### src/rtl/serial_pkg.sv
// Shared types and constants for the serial frame receiver.
package serial_pkg;

  localparam int unsigned BYTE_W_DEF = 8;
  localparam int unsigned FRAME_OVH  = 2;

  typedef enum logic [1:0] {
    IDLE,
    LEN,
    PAYLOAD,
    TRAILER
  } state_e;

endpackage

### src/rtl/serial_receiver_if.sv
// Bit-stream input and parallel payload/status output of the serial receiver.
interface serial_receiver_if #(
  parameter int unsigned BYTE_W = 8
);

  logic              Din;
  logic              Din_Valid;
  logic [BYTE_W-1:0] Dout;
  logic              Dout_Valid;
  logic [BYTE_W-1:0] Length;
  logic              Busy;
  logic              Pkt_Done;
  logic              Pkt_Err;

  modport slave (
    input  Din, Din_Valid,
    output Dout, Dout_Valid, Length, Busy, Pkt_Done, Pkt_Err
  );

  modport master (
    output Din, Din_Valid,
    input  Dout, Dout_Valid, Length, Busy, Pkt_Done, Pkt_Err
  );

endinterface

### src/rtl/serial_deser.sv
// LSB-first byte assembler: shifts in qualified bits and pulses byte_done_o
// in the cycle after the last bit of a byte was sampled.
module serial_deser
  import serial_pkg::*;
#(
  parameter int unsigned BYTE_W = BYTE_W_DEF
) (
  input  logic              rClk,
  input  logic              Reset,
  input  logic              din_i,
  input  logic              din_valid_i,
  input  logic              clr_i,
  output logic [BYTE_W-1:0] byte_o,
  output logic              byte_done_o
);

  localparam int unsigned     CNT_W = (BYTE_W > 1) ? $clog2(BYTE_W) : 1;
  localparam logic [CNT_W-1:0] LAST = CNT_W'(BYTE_W - 1);

  logic [BYTE_W-1:0] shreg_q, shreg_d;
  logic [CNT_W-1:0]  cnt_q, cnt_d;
  logic              done_q, done_d;

  // A clear and a valid bit in the same cycle make that bit bit 0 of a new byte.
  always_comb begin
    shreg_d = shreg_q;
    cnt_d   = cnt_q;
    done_d  = 1'b0;
    if (clr_i) begin
      shreg_d = '0;
      cnt_d   = '0;
    end
    if (din_valid_i) begin
      shreg_d = {din_i, shreg_d[BYTE_W-1:1]};
      done_d  = (cnt_d == LAST);
      cnt_d   = done_d ? '0 : cnt_d + CNT_W'(1);
    end
  end

  always_ff @(posedge rClk or posedge Reset) begin
    if (Reset) begin
      shreg_q <= '0;
      cnt_q   <= '0;
      done_q  <= 1'b0;
    end else begin
      shreg_q <= shreg_d;
      cnt_q   <= cnt_d;
      done_q  <= done_d;
    end
  end

  assign byte_o      = shreg_q;
  assign byte_done_o = done_q;

endmodule

### src/rtl/serial_receiver.sv
// Serial frame receiver: length byte, L payload bytes, trailer byte.
// Define SERIAL_RX_CHECKSUM_EN to check the trailer against the XOR of length and payload.
module serial_receiver
  import serial_pkg::*;
#(
  parameter int unsigned BYTE_W  = BYTE_W_DEF,
  parameter int unsigned MIN_GAP = 1
) (
  input  logic            rClk,
  input  logic            Reset,
  serial_receiver_if.slave bus
);

  localparam int unsigned     GAP_W   = (MIN_GAP > 0) ? $clog2(MIN_GAP + 1) : 1;
  localparam logic [GAP_W-1:0] GAP_MAX = GAP_W'(MIN_GAP);

  state_e            state_q, state_d;
  logic [BYTE_W-1:0] bcnt_q, bcnt_d;
  logic [BYTE_W-1:0] len_q, len_d;
  logic [BYTE_W-1:0] dout_q, dout_d;
  logic              dv_q, dv_d;
  logic              done_q, done_d;
  logic              err_q, err_d;
  logic              busy_q, busy_d;
  logic [GAP_W-1:0]  gap_q, gap_d;
`ifdef SERIAL_RX_CHECKSUM_EN
  logic [BYTE_W-1:0] xor_q, xor_d;
`endif

  logic              accept_c;
  logic              clr_c;
  logic              gap_ok_c;
  logic [BYTE_W-1:0] byte_w;
  logic              byte_done_w;

  serial_deser #(
    .BYTE_W (BYTE_W)
  ) u_deser (
    .rClk        (rClk),
    .Reset       (Reset),
    .din_i       (bus.Din),
    .din_valid_i (accept_c),
    .clr_i       (clr_c),
    .byte_o      (byte_w),
    .byte_done_o (byte_done_w)
  );

  assign gap_ok_c = (gap_q == GAP_MAX);

  // Consecutive idle-cycle counter; frame bits keep it at zero.
  always_comb begin
    gap_d = gap_q;
    if (bus.Din_Valid)           gap_d = '0;
    else if (gap_q != GAP_MAX)   gap_d = gap_q + GAP_W'(1);
  end

  always_comb begin
    state_d  = state_q;
    bcnt_d   = bcnt_q;
    len_d    = len_q;
    dout_d   = dout_q;
    dv_d     = 1'b0;
    done_d   = 1'b0;
    err_d    = 1'b0;
    accept_c = 1'b0;
    clr_c    = 1'b0;
`ifdef SERIAL_RX_CHECKSUM_EN
    xor_d    = xor_q;
`endif

    unique case (state_q)
      IDLE: begin
        if (bus.Din_Valid && gap_ok_c) begin
          state_d  = LEN;
          accept_c = 1'b1;
        end
      end
      LEN: begin
        accept_c = bus.Din_Valid;
        if (byte_done_w) begin
          len_d   = byte_w;
          bcnt_d  = '0;
          state_d = (byte_w == '0) ? TRAILER : PAYLOAD;
`ifdef SERIAL_RX_CHECKSUM_EN
          xor_d   = byte_w;
`endif
        end
      end
      PAYLOAD: begin
        accept_c = bus.Din_Valid;
        if (byte_done_w) begin
          dout_d = byte_w;
          dv_d   = 1'b1;
          bcnt_d = bcnt_q + BYTE_W'(1);
          if (bcnt_d == len_q) state_d = TRAILER;
`ifdef SERIAL_RX_CHECKSUM_EN
          xor_d  = xor_q ^ byte_w;
`endif
        end
      end
      TRAILER: begin
        if (byte_done_w) begin
          state_d = IDLE;
          bcnt_d  = '0;
          clr_c   = 1'b1;
`ifdef SERIAL_RX_CHECKSUM_EN
          if (byte_w == xor_q) done_d = 1'b1;
          else                 err_d  = 1'b1;
`else
          done_d  = 1'b1;
`endif
          // With no required gap, a bit right after the trailer opens the next frame.
          if (MIN_GAP == 0 && bus.Din_Valid) begin
            state_d  = LEN;
            accept_c = 1'b1;
          end
        end else begin
          accept_c = bus.Din_Valid;
        end
      end
      default: state_d = IDLE;
    endcase

    // Missing bit inside a frame aborts it; delivered bytes stand.
    if (state_q != IDLE && state_d != IDLE && !bus.Din_Valid) begin
      state_d  = IDLE;
      bcnt_d   = '0;
      err_d    = 1'b1;
      clr_c    = 1'b1;
      accept_c = 1'b0;
    end

    busy_d = (state_d != IDLE);
  end

  always_ff @(posedge rClk or posedge Reset) begin
    if (Reset) begin
      state_q <= IDLE;
      bcnt_q  <= '0;
      len_q   <= '0;
      dout_q  <= '0;
      dv_q    <= 1'b0;
      done_q  <= 1'b0;
      err_q   <= 1'b0;
      busy_q  <= 1'b0;
      gap_q   <= GAP_MAX;
    end else begin
      state_q <= state_d;
      bcnt_q  <= bcnt_d;
      len_q   <= len_d;
      dout_q  <= dout_d;
      dv_q    <= dv_d;
      done_q  <= done_d;
      err_q   <= err_d;
      busy_q  <= busy_d;
      gap_q   <= gap_d;
    end
  end

`ifdef SERIAL_RX_CHECKSUM_EN
  always_ff @(posedge rClk or posedge Reset) begin
    if (Reset) xor_q <= '0;
    else       xor_q <= xor_d;
  end
`endif

  assign bus.Dout       = dout_q;
  assign bus.Dout_Valid = dv_q;
  assign bus.Length     = len_q;
  assign bus.Busy       = busy_q;
  assign bus.Pkt_Done   = done_q;
  assign bus.Pkt_Err    = err_q;

endmodule

### src/flat_wrapper.sv
// flat-port wrapper written by rule: the top's interface ports become plain ports
module serial_receiver_flat import serial_pkg::*;
#(
  parameter int unsigned BYTE_W  = BYTE_W_DEF,
  parameter int unsigned MIN_GAP = 1
)
  (rClk, Reset, bus_Din, bus_Din_Valid, bus_Dout, bus_Dout_Valid, bus_Length, bus_Busy, bus_Pkt_Done, bus_Pkt_Err);
  serial_receiver_if #(.BYTE_W(BYTE_W)) bus_i ();
  input  logic rClk;
  input  logic Reset;
  input wire logic [$bits(bus_i.Din)-1:0] bus_Din;
  input wire logic [$bits(bus_i.Din_Valid)-1:0] bus_Din_Valid;
  output wire logic [$bits(bus_i.Dout)-1:0] bus_Dout;
  output wire logic [$bits(bus_i.Dout_Valid)-1:0] bus_Dout_Valid;
  output wire logic [$bits(bus_i.Length)-1:0] bus_Length;
  output wire logic [$bits(bus_i.Busy)-1:0] bus_Busy;
  output wire logic [$bits(bus_i.Pkt_Done)-1:0] bus_Pkt_Done;
  output wire logic [$bits(bus_i.Pkt_Err)-1:0] bus_Pkt_Err;
  assign bus_i.Din = bus_Din;
  assign bus_i.Din_Valid = bus_Din_Valid;
  assign bus_Dout = bus_i.Dout;
  assign bus_Dout_Valid = bus_i.Dout_Valid;
  assign bus_Length = bus_i.Length;
  assign bus_Busy = bus_i.Busy;
  assign bus_Pkt_Done = bus_i.Pkt_Done;
  assign bus_Pkt_Err = bus_i.Pkt_Err;
  serial_receiver #(.BYTE_W(BYTE_W), .MIN_GAP(MIN_GAP)) u_core (.rClk(rClk), .Reset(Reset), .bus(bus_i));
endmodule
### config.mk
export PLATFORM = sky130hd
export DESIGN_NAME = serial_receiver_flat
export DESIGN_NICKNAME = d
export VERILOG_FILES = /design/src/rtl/serial_pkg.sv /design/src/rtl/serial_receiver_if.sv /design/src/rtl/serial_deser.sv /design/src/rtl/serial_receiver.sv /design/src/flat_wrapper.sv
export SDC_FILE = /design/constraint.sdc
export NUM_CORES = 1
export LEC_CHECK = 0
export CAP_MARGIN = 20
export CORE_MARGIN = 2
export CORE_UTILIZATION = 29
export CTS_BUF_LIST = sky130_fd_sc_hd__clkbuf_16
export DETAILED_ROUTE_END_ITERATION = 12
export PLACE_DENSITY_LB_ADDON = 0.2
export RECOVER_POWER = 50
export SYNTH_ARGS = -nofsm -noshare
export SYNTH_HDL_FRONTEND = slang
export SYNTH_SLANG_ARGS = --single-unit
export TNS_END_PERCENT = 20
### constraint.sdc
create_clock -name rClk -period 2.85 [get_ports rClk]
set_input_delay 0.4275 -clock rClk [delete_from_list [all_inputs] [get_ports rClk]]
set_output_delay 0.4275 -clock rClk [all_outputs]
set_load 0.1 [all_outputs]
==> flow_metrics.env <==
export IMPL_rsz0062_at_grt="false"
export IMPL_synth_mux_area_share_pct=12.0
export IMPL_htree_levels=2
export IMPL_clk_pin_slew_worst_paths_ps=60
export IMPL_die_area_sq_um=8180
export IMPL_diodes=0
export IMPL_grt_usage_pct=12.2
export IMPL_grt_ovfl_total=0
export IMPL_viasPerCell=4.76
export IMPL_start_util_pct=29.9
export IMPL_fin_crit_ps=2340
export IMPL_drive_gt1_share_pct=19.7
export IMPL_die_x_um=90.4
export IMPL_insertion_delay_ps=280
export IMPL_drt_iter0_drc=106
export IMPL_place_gp_congestion=0.801
export IMPL_drt_total_wl_um=4820
export IMPL_crit_required_ps=2990
export IMPL_cts_hold_buf=0
export IMPL_setup_ws_ps=511
export IMPL_drt_pre_antenna_iters=4
export IMPL_cts_sinks=43
export IMPL_yosysWarnings=0
export IMPL_synthArstFlopShare_pct=100
export IMPL_period_share_pct=82.1
export IMPL_startpoint_type="register"
export IMPL_design_area_sq_um=2580
export IMPL_synth_xor_area_share_pct=4.45
export IMPL_nets=244
export IMPL_die_h_um=90.4
export IMPL_path_class="reg2reg"
export IMPL_dp_hpwl_um=3340
export IMPL_drv_slew=0
export IMPL_synth_seq_area_share_pct=49.7
export IMPL_holdPathStages=1
export IMPL_nFillCells=749
export IMPL_avgSynthCellArea_sq_um=10.5
export IMPL_p_leak_nw=1.28
export IMPL_place_ws_ps=533
export IMPL_setup_tns_final_ps=0
export IMPL_clock_skew_ps=4.49
export IMPL_synthCells=207
export IMPL_status="finished, final reports clean"
export IMPL_antenna_left=0
export IMPL_postCtsResizedCells=0
export IMPL_ctsRootBufferMaster="clkbuf_16"
export IMPL_hp_class="reg2reg"
export IMPL_boundaryPins=24
export IMPL_peakVddDrop_mv=0.291
export IMPL_syn_nets=218
export IMPL_cts_inserted_buffers=5
export IMPL_antenna_found_initial=0
export IMPL_cp_max_fo=10
export IMPL_grt_first_pass_wirelength_um=7970
export IMPL_synth_ff_type="dfrtp_1"
export IMPL_io_buffer_count=23
export IMPL_synth_edf_count=0
export IMPL_place_area_sq_um=2450
export IMPL_drc=0
export IMPL_finalSetupViolCount=0
export IMPL_areaGrowthSynthToFinish_pct=19.3
export IMPL_relSlewSlack_pct=21.8
export IMPL_fin_util_pct=35.6
export IMPL_synth_seq_cells=43
export IMPL_hold_viol=0
export IMPL_yosys_area_share_adder_pct=4.04
export IMPL_r2r_cells=10
export IMPL_fmax_mhz=428
export IMPL_worstPathArrival_ps=2480
export IMPL_ys_types=44
export IMPL_synth_top_family_by_area="simple AND/OR/NAND/NOR gates"
export IMPL_cts_tree="yes"
export IMPL_postCtsSetupBuffers=0
export IMPL_synth_simple_area_share_pct=16.4
export IMPL_synth_compound_area_share_pct=9.30
export IMPL_cts_max_path_buffers=2
export IMPL_powerDensity_nw_per_um2=832
export IMPL_core_sq_um=7250
export IMPL_syn_area_sq_um=2170
export IMPL_grt_max_degree=33
export IMPL_routedWlPerCell_um=14.5
export IMPL_cap_violations=0
export IMPL_critPathCaptureType="register"
export IMPL_vias=1585
export IMPL_tightestPinTransition_ps=1180
export IMPL_grt_pass1_vias=1524
export IMPL_rows=31
==> cell type report <==
| cell class | instances | area, sq um | area share (%) |
|---|---|---|---|
| Sequential cell | 43 | 1080 | 41.7 |
| Tap cell | 99 | 124 | 4.79 |
| Clock inverter | 3 | 38.8 | 1.50 |
| Multi-Input combinational cell | 144 | 1000 | 38.7 |
| Clock buffer | 5 | 125 | 4.84 |
| Inverter | 13 | 48.8 | 1.89 |
| Timing Repair Buffer | 26 | 170 | 6.58 |
==> cell usage after synthesis (4+ instances only) <==
cell,n,area (sq um)
dfrtp_1,42,1050
nor2_1,27,101
mux2_2,16,180
inv_1,12,45.0
o21ai_0,10,50.1
a21oi_1,9,45.0
nand2_1,9,33.8
mux2i_1,8,80.1
ha_1,7,87.6
xnor2_1,7,61.3
nand3_1,6,30.0
and3_1,4,25.0
xor2_1,4,35.0
==> critical path, cell delays in order (launching register included) <==
cell and delay, ps:
dfrtp_1 430, ha_1 290, nor2b_1 180, o22a_1 220
nor4_2 310, o21ai_1 120, buf_4 180, nor2_1 100
ha_1 240, inv_1 50, o22ai_1 70
==> stage by stage <==
step	hold WS [ps]	cells	power, mW
finish	502	333	2.15
detailed placement	497	325	1.54
floorplan	454	207	1.35
global route	518	333	2.29
global placement	495	325	1.54
CTS	406	333	2.19
==> cells in the final DEF, fill, tap and decap left out, types with 2 or more instances in the layout <==
master	n
mux2_2	16
and2_1	2
xor2_1	4
mux2i_1	8
dfrtp_1	42
or3_1	2
nand2_1	9
clkinv_1	2
and3_1	4
xnor2_1	7
nand3b_1	2
nand3_1	6
nor2_1	27
o21ai_1	2
clkbuf_1	8
clkbuf_16	5
a21oi_1	9
o22ai_1	3
nand4_1	3
ha_1	7
nor4_1	3
o21ai_0	10
buf_4	14
nor3_1	3
dlygate4sd3_1	2
inv_1	11
==> per-layer routing <==
metal,vias to the layer above,routed length (um),global-route usage [%]
li1,772,-,-
met1,774,2360,16.9
met2,35,2210,18.9
met3,4,180,2.67
met4,0,59,4.23
met5,-,0,0
==> report_power, final <==
part	internal, mW	switching (mW)	total [mW]
combinational	0.231	0.462	0.692
sequential	0.707	0.110	0.817
clock	0.409	0.233	0.642
total	1.35	0.804	2.15
==> cells by family (layout without fill, tap and decap cells) <==
| logic type | Yosys count | after routing |
|---|---|---|
| adder cells (fa/ha/maj) | 7 | 7 |
| AO/OA/AOI/OAI | 32 | 32 |
| XOR/XNOR | 11 | 11 |
| AND/OR/NAND/NOR | 70 | 70 |
| flip-flops | 43 | 43 |
| multiplexers | 24 | 24 |
| buffers and inverters | 20 | 47 |
==> final timing paths <==
check	slack (ps)	startpoint	endpoint
max	510	u_core.state_q[1]	u_core.u_deser.cnt_q[2]
min	500	u_core.bus.Dout[7]	u_core.bus.Dout[7]
max reg2reg	510	u_core.state_q[1]	u_core.u_deser.cnt_q[2]
min reg2reg	500	u_core.bus.Dout[7]	u_core.bus.Dout[7]
max in group asynchronous	1210	Reset	u_core.u_deser.cnt_q[0]
min in group asynchronous	540	Reset	u_core.bus.Length[2]
==> registers in the layout, summed over array words and instances, names as in the netlist <==
signal / flops
u_core.bcnt_q: 8
u_core.bus.Busy: 1
u_core.bus.Dout: 8
u_core.bus.Dout_Valid: 1
u_core.bus.Length: 8
u_core.bus.Pkt_Done: 1
u_core.bus.Pkt_Err: 1
u_core.gap_ok_c: 1
u_core.state_q: 2
u_core.u_deser.byte_done_o: 1
u_core.u_deser.byte_o: 8
u_core.u_deser.cnt_q: 3
(Power assumes the default switching activity.)
